`src/rtl/div_unit.sv`:
```
// Iterative RV32M divider (DIV/DIVU/REM/REMU): one restoring trial subtraction per cycle.
// Optional macro DIV_EARLY_OUT_EN: divide-by-zero and signed overflow finish in one cycle.
module div_unit #(
    parameter int XLEN  = 32,
    parameter int CNT_W = 6
) (
    input  logic            clk,
    input  logic            rst_n,
    input  logic            start,
    input  logic [1:0]      op,
    input  logic [XLEN-1:0] rs1,
    input  logic [XLEN-1:0] rs2,
    output logic            busy,
    output logic            done,
    output logic [XLEN-1:0] data_out
);

    typedef enum logic [1:0] {S_IDLE, S_PREP, S_CALC, S_FIN} state_t;

    state_t            state_q, state_d;
    logic              op_rem_q, op_rem_d;
    logic              signed_q, signed_d;
    logic [XLEN-1:0]   a_q, a_d;
    logic [XLEN-1:0]   b_q, b_d;
    logic [XLEN-1:0]   q_q, q_d;
    logic [XLEN-1:0]   rem_q, rem_d;
    logic [XLEN-1:0]   dvs_q, dvs_d;
    logic              neg_quo_q, neg_quo_d;
    logic              neg_rem_q, neg_rem_d;
    logic [CNT_W-1:0]  cnt_q, cnt_d;
    logic              done_q, done_d;
    logic [XLEN-1:0]   data_out_q, data_out_d;

    logic [XLEN:0]     rem_sh;
    logic [XLEN:0]     trial;

    function automatic logic [XLEN-1:0] abs_val(input logic signed [XLEN-1:0] v);
        return v[XLEN-1] ? XLEN'(-v) : XLEN'(v);
    endfunction

    function automatic logic [XLEN-1:0] cond_neg(input logic [XLEN-1:0] v, input logic neg);
        return neg ? XLEN'(-v) : v;
    endfunction

    // The shifted partial remainder is 33 bits; the stored remainder never exceeds 32.
    assign rem_sh = {rem_q, q_q[XLEN-1]};
    assign trial  = rem_sh + {1'b1, ~dvs_q} + (XLEN+1)'(1);

    always_comb begin
        state_d    = state_q;
        op_rem_d   = op_rem_q;
        signed_d   = signed_q;
        a_d        = a_q;
        b_d        = b_q;
        q_d        = q_q;
        rem_d      = rem_q;
        dvs_d      = dvs_q;
        neg_quo_d  = neg_quo_q;
        neg_rem_d  = neg_rem_q;
        cnt_d      = cnt_q;
        done_d     = 1'b0;
        data_out_d = data_out_q;

        case (state_q)
            S_IDLE: begin
                if (start) begin
                    op_rem_d = op[1];
                    signed_d = ~op[0];
                    a_d      = rs1;
                    b_d      = rs2;
                    state_d  = S_PREP;
`ifdef DIV_EARLY_OUT_EN
                    if (rs2 == '0) begin
                        q_d       = '1;
                        rem_d     = rs1;
                        neg_quo_d = 1'b0;
                        neg_rem_d = 1'b0;
                        state_d   = S_FIN;
                    end else if (!op[0] && rs1 == {1'b1, {(XLEN-1){1'b0}}} && rs2 == '1) begin
                        q_d       = {1'b1, {(XLEN-1){1'b0}}};
                        rem_d     = '0;
                        neg_quo_d = 1'b0;
                        neg_rem_d = 1'b0;
                        state_d   = S_FIN;
                    end
`endif
                end
            end
            S_PREP: begin
                q_d       = signed_q ? abs_val(a_q) : a_q;
                dvs_d     = signed_q ? abs_val(b_q) : b_q;
                // Divide-by-zero keeps the all-ones quotient unsigned.
                neg_quo_d = signed_q & (a_q[XLEN-1] ^ b_q[XLEN-1]) & (b_q != '0);
                neg_rem_d = signed_q & a_q[XLEN-1];
                rem_d     = '0;
                cnt_d     = '0;
                state_d   = S_CALC;
            end
            S_CALC: begin
                q_d   = {q_q[XLEN-2:0], ~trial[XLEN]};
                rem_d = trial[XLEN] ? rem_sh[XLEN-1:0] : trial[XLEN-1:0];
                cnt_d = cnt_q + CNT_W'(1);
                if (cnt_q == CNT_W'(XLEN-1)) begin
                    state_d = S_FIN;
                end
            end
            S_FIN: begin
                data_out_d = op_rem_q ? cond_neg(rem_q, neg_rem_q) : cond_neg(q_q, neg_quo_q);
                done_d     = 1'b1;
                state_d    = S_IDLE;
            end
            default: state_d = S_IDLE;
        endcase
    end

    always_ff @(posedge clk) begin
        if (!rst_n) begin
            state_q    <= S_IDLE;
            op_rem_q   <= 1'b0;
            signed_q   <= 1'b0;
            a_q        <= '0;
            b_q        <= '0;
            q_q        <= '0;
            rem_q      <= '0;
            dvs_q      <= '0;
            neg_quo_q  <= 1'b0;
            neg_rem_q  <= 1'b0;
            cnt_q      <= '0;
            done_q     <= 1'b0;
            data_out_q <= '0;
        end else begin
            state_q    <= state_d;
            op_rem_q   <= op_rem_d;
            signed_q   <= signed_d;
            a_q        <= a_d;
            b_q        <= b_d;
            q_q        <= q_d;
            rem_q      <= rem_d;
            dvs_q      <= dvs_d;
            neg_quo_q  <= neg_quo_d;
            neg_rem_q  <= neg_rem_d;
            cnt_q      <= cnt_d;
            done_q     <= done_d;
            data_out_q <= data_out_d;
        end
    end

    assign busy     = (state_q != S_IDLE);
    assign done     = done_q;
    assign data_out = data_out_q;

endmodule
```
`config.mk`:
```
export PLATFORM = sky130hd
export DESIGN_NAME = div_unit
export DESIGN_NICKNAME = d
export VERILOG_FILES = /design/src/rtl/div_unit.sv
export SDC_FILE = /design/constraint.sdc
export NUM_CORES = 1
export LEC_CHECK = 0
export BUFFER_PORTS_ARGS = -buffer_cell sky130_fd_sc_hd__buf_2
export CORE_MARGIN = 2
export CORE_UTILIZATION = 55
export CTS_BUF_LIST = sky130_fd_sc_hd__clkbuf_16
export DETAILED_ROUTE_END_ITERATION = 6
export PLACE_DENSITY = 0.85
export SLEW_MARGIN = 20
export SYNTH_ARGS = -nofsm -noshare
export SYNTH_HDL_FRONTEND = slang
export SYNTH_SLANG_ARGS = --single-unit
export TNS_END_PERCENT = 100
```
`constraint.sdc`:
```
create_clock -name clk -period 9.4 [get_ports clk]
set_input_delay 1.88 -clock clk [delete_from_list [all_inputs] [get_ports clk]]
set_output_delay 1.88 -clock clk [all_outputs]
set_load 0.01 [all_outputs]
```
Yosys cells after proc, flatten, opt, wreduce, memory -nomap -nowiden:

Index checks and enable logic that the tools add are counted.

* bits in registers: 205
* latch bits: 0
* memory bits (writable): 0
* bits in read-only memories: 0
* input port bits: 69
* logic and storage cells: 54
* memories kept: 0

* add/sub/neg operators: 7
* multiply operators: 0
* divide/modulo/power cells: 0
* order comparisons: 0
* equality and inequality tests: 6
* shift-type cells: 0
* multiplexer cells: 15
* bitwise operators: 7
* reductions and logical operators: 6

Operators by type and width (number)
* 32-bit two-way mux: 8
* 32-bit negation: 4
* 32-bit one-hot mux with 2 select lines: 2
* 33-bit by 1-bit adder with 33-bit output, second input constant: 1
* 33-bit adder: 1
* 32-bit NOT: 1
* 32-bit nonzero test: 1
* 6-bit one-hot mux with 2 select lines: 1
* 2-bit one-hot mux with 4 select lines: 1
* 6-bit by 1-bit adder with 6-bit output, second input constant: 1
* 6-bit by 5-bit == test with 1-bit output, second input constant: 1
* 2-bit == test, second input constant: 2
* 2-bit two-way mux: 2
* 2-bit != test, second input constant: 2
* 2-bit AND reduction: 2
* 2-bit nonzero test: 2
* 1-bit bitwise AND: 3
* 2-bit by 1-bit == test with 1-bit output, second input constant: 1
* 2-bit logical NOT: 1
* 1-bit NOT: 2
* 1-bit two-way mux: 1
* 1-bit XOR: 1

Logic depth before layout (Yosys ltp):

Gate-level depths: netlist (run 1).

* word-level depth: 5
* depth in mapped cells: 12
* mapped depth without buffers: 11

Worst setup path after synthesis (run 1):

Ideal clock, no wire load.

* path kind: in2reg
* start point: input rst_n
* end point: register rem_q[9]
* library setup time: 0.079 ns
* data arrival time: 2.953 ns
* required time: 9.321 ns
* path slack: 6.368 ns
* stages on the path: 6
* buffers on the path: 3
* cell sequence: and3_1 clkbuf_1 clkbuf_1 clkbuf_1 o2111ai_1 o211ai_1

RTL lines
* from (decl): RTL line 8 `input logic rst_n,`
* to (signal assigned): RTL line 138 `rem_q <= rem_d;`
* to (decl): RTL line 26 `logic [XLEN-1:0] rem_q, rem_d;`

Worst setup path in the final report (run 1):

* start point: register q_q[31]
* end point: register rem_q[15]

* longest elaborated chain between the ends: 4

RTL lines
* from (decl): RTL line 25 `logic [XLEN-1:0] q_q, q_d;`
* from (signal assigned): RTL line 137 `q_q <= q_d;`
* 33-bit adder: RTL line 47 `assign trial = rem_sh + {1'b1, ~dvs_q} + (XLEN+1)'(1);`
* 33-bit by 1-bit adder with 33-bit output: RTL line 47
* 32-bit two-way mux: RTL line 101 `rem_d = trial[XLEN] ? rem_sh[XLEN-1:0] : trial[XLEN-1:0];`
* 32-bit one-hot mux with 2 select lines: RTL line 64 `case (state_q)`

Every way passes these cells.
A chain may end at the register's enable or synchronous reset.

==> results of run 1 <==
## sequential cells by signal, summed over array words and instances, names as in the netlist
| name | count |
|---|---|
| neg_quo_q | 1 |
| b_q | 32 |
| data_out | 32 |
| a_q | 32 |
| cnt_q | 6 |
| op_rem_q | 1 |
| signed_q | 1 |
| dvs_q | 32 |
| neg_rem_q | 1 |
| done | 1 |
| state_q | 2 |
| rem_q | 32 |
| q_q | 32 |
## cells by family (layout without fill, tap and decap cells)
family	count (synthesis)	after routing	share of synthesized area, %
compound gates	472	472	25.1
xor+xnor	138	138	9.25
fa+ha+maj	43	43	4.18
buf+inv	172	215	5.01
flops	205	205	31.4
mux	34	34	2.62
simple gates	611	611	22.4
## how the worst max path moves through the flow
stage          slack [ps]                endpoint                  from
6_report             5200  rem_q[15]$_SDFFE_PN0P_  q_q[31]$_SDFFE_PN0P_
5_1_grt              5040  rem_q[15]$_SDFFE_PN0P_  q_q[31]$_SDFFE_PN0P_
4_1_cts              5370  rem_q[15]$_SDFFE_PN0P_  q_q[31]$_SDFFE_PN0P_
3_5_place_dp         5400  rem_q[15]$_SDFFE_PN0P_  q_q[31]$_SDFFE_PN0P_
3_3_place_gp         5430    q_q[18]$_SDFFE_PN0P_                 rst_n
2_1_floorplan        6370   rem_q[9]$_SDFFE_PN0P_                 rst_n
## metrics by stage
step | power (uW) | area, sq um
floorplan | 2480 | 13100
global placement | 2840 | 13600
detailed placement | 2880 | 13600
CTS | 3710 | 14300
global route | 3980 | 14300
finish | 3740 | 14300
## layer usage
metal	up-vias	routed length [microns]
li1	6008	-
met1	5626	16400
met2	466	15200
met3	75	2350
met4	0	1000
met5	-	0
## cell usage after synthesis (9+ instances only)
master / n / share of area [%]
sky130_fd_sc_hd__a211oi_1: 13 / 0.75
sky130_fd_sc_hd__a21boi_0: 73 / 4.2
sky130_fd_sc_hd__a21o_1: 13 / 0.75
sky130_fd_sc_hd__a21oi_1: 83 / 3.2
sky130_fd_sc_hd__a31oi_1: 13 / 0.62
sky130_fd_sc_hd__and2_1: 18 / 0.86
sky130_fd_sc_hd__and3_1: 12 / 0.57
sky130_fd_sc_hd__buf_1: 12 / 0.34
sky130_fd_sc_hd__clkbuf_1: 96 / 2.8
sky130_fd_sc_hd__dfxtp_1: 205 / 31
sky130_fd_sc_hd__ha_1: 42 / 4.0
sky130_fd_sc_hd__inv_1: 62 / 1.8
sky130_fd_sc_hd__mux2i_1: 33 / 2.5
sky130_fd_sc_hd__nand2_1: 316 / 9.1
sky130_fd_sc_hd__nand2b_1: 10 / 0.48
sky130_fd_sc_hd__nand3_1: 35 / 1.3
sky130_fd_sc_hd__nand3b_1: 9 / 0.52
sky130_fd_sc_hd__nand4_1: 25 / 1.2
sky130_fd_sc_hd__nor2_1: 62 / 1.8
sky130_fd_sc_hd__nor2b_1: 46 / 2.2
sky130_fd_sc_hd__nor3_1: 19 / 0.73
sky130_fd_sc_hd__nor4_1: 12 / 0.57
sky130_fd_sc_hd__o211a_1: 33 / 2.5
sky130_fd_sc_hd__o211ai_1: 55 / 3.2
sky130_fd_sc_hd__o21ai_0: 90 / 3.4
sky130_fd_sc_hd__o31ai_1: 27 / 1.6
sky130_fd_sc_hd__o41ai_1: 13 / 0.87
sky130_fd_sc_hd__or3_1: 15 / 0.72
sky130_fd_sc_hd__or4_1: 10 / 0.57
sky130_fd_sc_hd__xnor2_1: 72 / 4.8
sky130_fd_sc_hd__xor2_1: 66 / 4.4
## worst max-delay path, cell delays in order, from the launching register on
cell and delay [ps]:
sky130_fd_sc_hd__dfxtp_1 360, sky130_fd_sc_hd__inv_1 90, sky130_fd_sc_hd__ha_1 240, sky130_fd_sc_hd__fa_1 410
sky130_fd_sc_hd__nor2b_1 180, sky130_fd_sc_hd__o211ai_1 170, sky130_fd_sc_hd__a21oi_1 240, sky130_fd_sc_hd__o2111ai_1 260
sky130_fd_sc_hd__a211o_1 350, sky130_fd_sc_hd__a21oi_1 870, sky130_fd_sc_hd__nor2_1 410, sky130_fd_sc_hd__buf_4 310
sky130_fd_sc_hd__o211ai_1 210
## where the power goes
part	switching [uW]	internal (uW)
Sequential	179	1010
Combinational	1080	640
Clock	364	469
## cell type report
class                   instances  area, sq um  share of cell area (%)
repair buffers                113          599                    4.18
inverters                      62          233                    1.62
well taps                     319          399                    2.78
flip-flops and latches        205         4110                    28.6
clock buffers                  23          576                    4.02
multi-input cells            1298         8320                    58.0
clock inverters                17          103                   0.716
==> metrics, run 1 <==
Clk pin slew, worst setup/hold paths=about 60 ps; critical path required time=approximately 9800 ps; GRT met1 Usage=about two fifths; capturing point of the worst reg2reg path=rem_q[15]$_SDFFE_PN0P_; Endpoint, Worst Hold=data_out[22]$_SDFFE_PN0P_; ratio of cells with drive above 1 in the final layout=10.1%; via count=about 12,000; number of nets in the synthesized netlist=1,787; arrival time of the worst setup path=roughly 4600 ps; cts bufs inserted=23; setup slack of the most critical reg-to-reg path=5200 ps; Max VDD drop=approximately 0.24 mV; register bit count reported by yosys=205; leakage power=just under 0.006 uW; Hold Path Depth=2; Util after Layout=about three fifths; number of vias per cell after detailed routing=between 5 and 6; Startpoint Class=flip-flop; layout filler cell count=between 2,000 and 2,500; TritonCTS clock tree=built; Die Ht=about 160 microns; DRT Wirelength=approximately 35,000 microns; cell area power density=261 mW/mm^2; routed wire length per instance=between 15 and 20 microns; achievable frequency=around 240 MHz; number of optimization iterations in the first detailed-route pass=5; detailed-placement wirelength estimate=roughly 25,000 microns; Worst Hold Margin=465 ps; number of buffers added on ports=about 100; number of clock sinks=205; number of top-level pins=103; GR Util met3=under 10%; number of antenna violations at the first check in global routing=0; Syn Area/Cell=7.80 sq um; flip-flop cell with the highest count after synthesis=sky130_fd_sc_hd__dfxtp_1; Initial Utilization=between 50 and 60%; Max transition margin=24.9%; post-synthesis cell count=around 1,700; result of the run=completed; count of endpoints failing hold in the final timing report=0; number of global-route vias before repair=between 10,000 and 15,000; pin count of the biggest net entering global routing=approximately 140; Core Region=0.0234 sq mm; final critical-path share of the clock period=between 40% and 50%; Antenna Diode Count=0; sequential element share of the synthesized area=a little under a third; quantity of gates resized following cts=0; Antenna Nets Post-Route=0; launch point of the worst reg-to-reg path=q_q[31]$_SDFFE_PN0P_; most frequent standard cell in the layout excluding fill and tap cells=sky130_fd_sc_hd__nand2_1; placed insts=about 2,000; Yosys warning count=0; maximum net fanout on the critical path=15; worst setup margin=roughly 5200 ps; Layout Skew=~20 ps; number of enable-type register cells in the synthesized netlist=0; violation count after the first detailed-routing iteration=~950; number of slew-limit violations in the final report=0; critical setup path kind=reg -> reg; post-layout min period=between 4000 and 5000 ps; clock insertion delay at the later pin of the skew report=530 ps; endpoint class of the critical path=flip-flop; placer's final routability congestion estimate=roughly 0.91; Final #Nets=1,815; most frequent cells in the layout=sky130_fd_sc_hd__nand2_1 (315), sky130_fd_sc_hd__dfxtp_1 (204), sky130_fd_sc_hd__buf_2 (101); Max H-tree Level=1; final routed DRC violation total=0; standard-cell row count=56; grt ovf=0; setup TNS=0 ps; final std cells w/o fill=between 2,000 and 2,500; share of flip-flops with an asynchronous set or reset=0%; netlist area before placement=roughly 0.013 sq mm; overall die area=0.0250 sq mm; busiest layer in global routing=met2; maximum number of buffers from clock root to sink=3; RSZ-0062 raised after global routing=false; Setup Viol. Count Final=0; total of max-cap violations=0; met2 capacity usage during global routing=43.0%; post-CTS setup buffer count=0; Slew @ Worst Pin=approximately 1100 ps; number of distinct library cells after synthesis=70; worst slack after detailed placement=roughly 5400 ps; Root Buffer=sky130_fd_sc_hd__clkbuf_16; Tot GR Track Use=around 28%; first-pass GRT wire length=56,700 microns; hold buffer count at CTS=0; area added between synthesis and finish=9.75%; hold_sp=data_out[22]$_SDFFE_PN0P_; class of the worst hold path=reg -> reg; depth of the worst register-to-register path=12; die width=158 microns
Note: power is estimated with default switching activity, not from simulation.
==> run 2: changes to the inputs <==
- ABC_AREA: not set -> 1
- clock period: 9.4 -> 4.2 ns (I/O delays scaled with it)
==> metrics, run 2 <==
result of the run=completed; cell area power density=715 mW/mm^2; post-synthesis cell count=around 2,400; achievable frequency=340 MHz; most frequent cells in the layout=sky130_fd_sc_hd__nand2_1 (598), sky130_fd_sc_hd__inv_1 (368), sky130_fd_sc_hd__nor2_1 (233); arrival time of the worst setup path=~3400 ps; final critical-path share of the clock period=between 70% and 80%; register bit count reported by yosys=205; DRT Wirelength=44,600 microns; most frequent standard cell in the layout excluding fill and tap cells=sky130_fd_sc_hd__nand2_1; Max H-tree Level=1; number of optimization iterations in the first detailed-route pass=6; Syn Area/Cell=between 5 and 6 sq um; setup TNS=0 ps; area added between synthesis and finish=10.3%; power spent charging and discharging nets=approximately 5600 uW; capturing point of the worst reg2reg path=rem_q[25]$_SDFFE_PN0P_; Endpoint, Worst Hold=signed_q$_SDFFE_PN0P_; share of flip-flops with an asynchronous set or reset=0%; quantity of gates resized following cts=0; first-pass GRT wire length=70,200 microns; number of top-level pins=approximately 100; critical-path cell list=inv_1 > ha_1 > fa_1 > inv_1 > nand2_1 > nand2_1 > nand3_1 > nand2_2 > nand2_2 > nand2_2 > nand2_4 > nand3_2 > nand2_4 > nand2_1 > nand3_1 > a21oi_1; detailed-placement wirelength estimate=34,100 microns; hold buffer count at CTS=0; Antenna Diode Count=0; number of distinct library cells after synthesis=45; Core Region=around 0.025 sq mm; class of the worst hold path=in -> reg; final routed DRC violation total=0; Commonest cells post-synth=sky130_fd_sc_hd__nand2_1 (599), sky130_fd_sc_hd__inv_1 (368), sky130_fd_sc_hd__nor2_1 (233), sky130_fd_sc_hd__nand3_1 (220), sky130_fd_sc_hd__dfxtp_1 (205); leakage power=0.00782 uW; number of nets in the synthesized netlist=roughly 2,500; CP max stage delay=410 ps; cts bufs inserted=24; endpoint class of the critical path=flip-flop; slowest cell on the critical path=sky130_fd_sc_hd__fa_1; Die Ht=165 microns; Final #Nets=around 2,500; standard-cell row count=58; Setup Viol. Count Final=0; critical path required time=around 4600 ps; via count=15,566; biggest area contributors in the synthesized netlist=sky130_fd_sc_hd__dfxtp_1 (29%), sky130_fd_sc_hd__nand2_1 (16%), sky130_fd_sc_hd__inv_1 (9.7%); number of enable-type register cells in the synthesized netlist=0; die width=165 microns; part of the total power dissipated in sequential elements=between 20% and 30%; critical path launch point=q_q[31]$_SDFFE_PN0P_; Clock Power Share=between 10% and 20%; number of vias per cell after detailed routing=between 5 and 6; combinational cell fraction of total power=55.2%; Root Buffer=sky130_fd_sc_hd__clkbuf_16; critical setup path kind=reg -> reg; violation count after the first detailed-routing iteration=~1,700; total internal power=5580 uW; Max transition margin=about 33%; Startpoint Class=flip-flop; TritonCTS clock tree=built; grt ovf=0; Initial Utilization=between 50% and 60%; netlist area before placement=0.0142 sq mm; Tot GR Track Use=about a third; post-CTS setup buffer count=0; Antenna Nets Post-Route=0; leading area contributor after synthesis=sky130_fd_sc_hd__dfxtp_1; Yosys warning count=0; number of clock sinks=205; Hold Path Depth=2; clock insertion delay at the later pin of the skew report=between 500 and 600 ps; launch point of the worst reg-to-reg path=q_q[31]$_SDFFE_PN0P_; number of antenna violations at the first check in global routing=0; ratio of cells with drive above 1 in the final layout=7.94%; depth of the worst register-to-register path=16; routed wire length per instance=between 15 and 20 microns; count of endpoints failing hold in the final timing report=0; fraction of post-synthesis cell area in the top cell type by area=28.8%; maximum net fanout on the critical path=22; overall die area=0.0272 sq mm; Slew @ Worst Pin=1000 ps; hold_sp=op[0]; pin count of the biggest net entering global routing=93; number of slew-limit violations in the final report=0; Layout Skew=roughly 25 ps; post-layout min period=~3000 ps; sequential element share of the synthesized area=roughly 29%; fraction of power spent switching nets=slightly above 50%; number of global-route vias before repair=13,635; placer's final routability congestion estimate=between 0.9 and 1; maximum number of buffers from clock root to sink=3; RSZ-0062 raised after global routing=false; setup slack of the most critical reg-to-reg path=1260 ps; post-place instance area=~0.015 sq mm; Clk pin slew, worst setup/hold paths=60 ps; number of buffers added on ports=around 100; most frequently used cell type in the post-synthesis netlist=sky130_fd_sc_hd__nand2_1; flip-flop cell with the highest count after synthesis=sky130_fd_sc_hd__dfxtp_1; Max VDD drop=roughly 0.57 mV; final design area excluding fillers=around 0.016 sq mm; total of max-cap violations=0
==> run 2: cell count changes after synthesis, moves of 62 or more <==
cell	change
sky130_fd_sc_hd__a21boi_0	-73
sky130_fd_sc_hd__a21oi_1	+104
sky130_fd_sc_hd__nand2_1	+283
sky130_fd_sc_hd__nor2_1	+171
sky130_fd_sc_hd__xnor2_1	-62
sky130_fd_sc_hd__inv_1	+306
sky130_fd_sc_hd__o21ai_0	+94
sky130_fd_sc_hd__nand3_1	+185
==> run 2: per-stage QoR <==
step | util (%) | hold WS [ps] | power (uW) | setup slack (ps) | instances
final | 62.0 | 462 | 11200 | 1260 | 2773
after global routing | 62.0 | 475 | 12100 | 975 | 2773
after CTS | 62.0 | 451 | 11100 | 1320 | 2773
after detailed placement | 58.7 | 465 | 8820 | 1380 | 2731
after global placement | 58.7 | 457 | 8770 | 1450 | 2731
after floorplan | - | 445 | 7200 | 2020 | 2382
==> run 2: area by class of cell <==
cell class | instances | area, sq um
clock buffers | 24 | 601
repair buffers | 115 | 623
fillers | 2454 | 9630
clock inverters | 18 | 235
inverters | 376 | 1410
well taps | 330 | 413
multi-input cells | 1705 | 8310
flip-flops and latches | 205 | 4100
==> run 2: how the worst max path moves through the flow <==
| stage | end | slack [ps] | depth (start not counted) |
|---|---|---|---|
| after floorplan | rem_q[25]$_SDFFE_PN0P_ | 2020 | 16 |
| after global placement | rem_q[31]$_SDFFE_PN0P_ | 1450 | 16 |
| after detailed placement | rem_q[23]$_SDFFE_PN0P_ | 1380 | 13 |
| after CTS | rem_q[25]$_SDFFE_PN0P_ | 1320 | 16 |
| after global routing | rem_q[0]$_SDFFE_PN0P_ | 970 | 16 |
| final | rem_q[25]$_SDFFE_PN0P_ | 1260 | 16 |
==> run 2: kinds of logic (layout without fill, tap and decap cells) <==
| family | Yosys count | in the layout | share of synthesized area [%] |
|---|---|---|---|
| AND/OR/NAND/NOR | 1170 | 1170 | 35.1 |
| adder cells (fa/ha/maj) | 43 | 43 | 3.83 |
| AO/OA/AOI/OAI | 473 | 473 | 18.2 |
| XOR/XNOR | 19 | 19 | 1.17 |
| flip-flops | 205 | 205 | 28.8 |
| buffers and inverters | 472 | 533 | 12.8 |
==> run 2: power by group through the flow <==
stage	registers [uW]	clock network, uW	logic [uW]
floorplan	2740	0	4450
global placement	2810	0	5960
detailed placement	2830	0	5990
CTS	2790	2240	6040
global route	2850	2320	6870
finish	2800	2220	6200
==> run 2: layer usage <==
metal  GRT usage, %  share of wire [%]  vias to the layer above  routed length, microns
met5              0                  0                        -                       0
met4           12.2                3.8                        0                    1710
met3           4.62                8.7                      108                    3880
met2           49.1                 42                      700                   18800
met1           46.5                 45                     6942                   20200
li1               -                  -                     7816                       -
==> run 2: worst max-delay path: cells and delay by family (launching register included) <==
family,cells,cell delay (ps)
compound gates,1,190
fa+ha+maj,2,630
buf+inv,2,190
flops,1,340
simple gates,11,1470
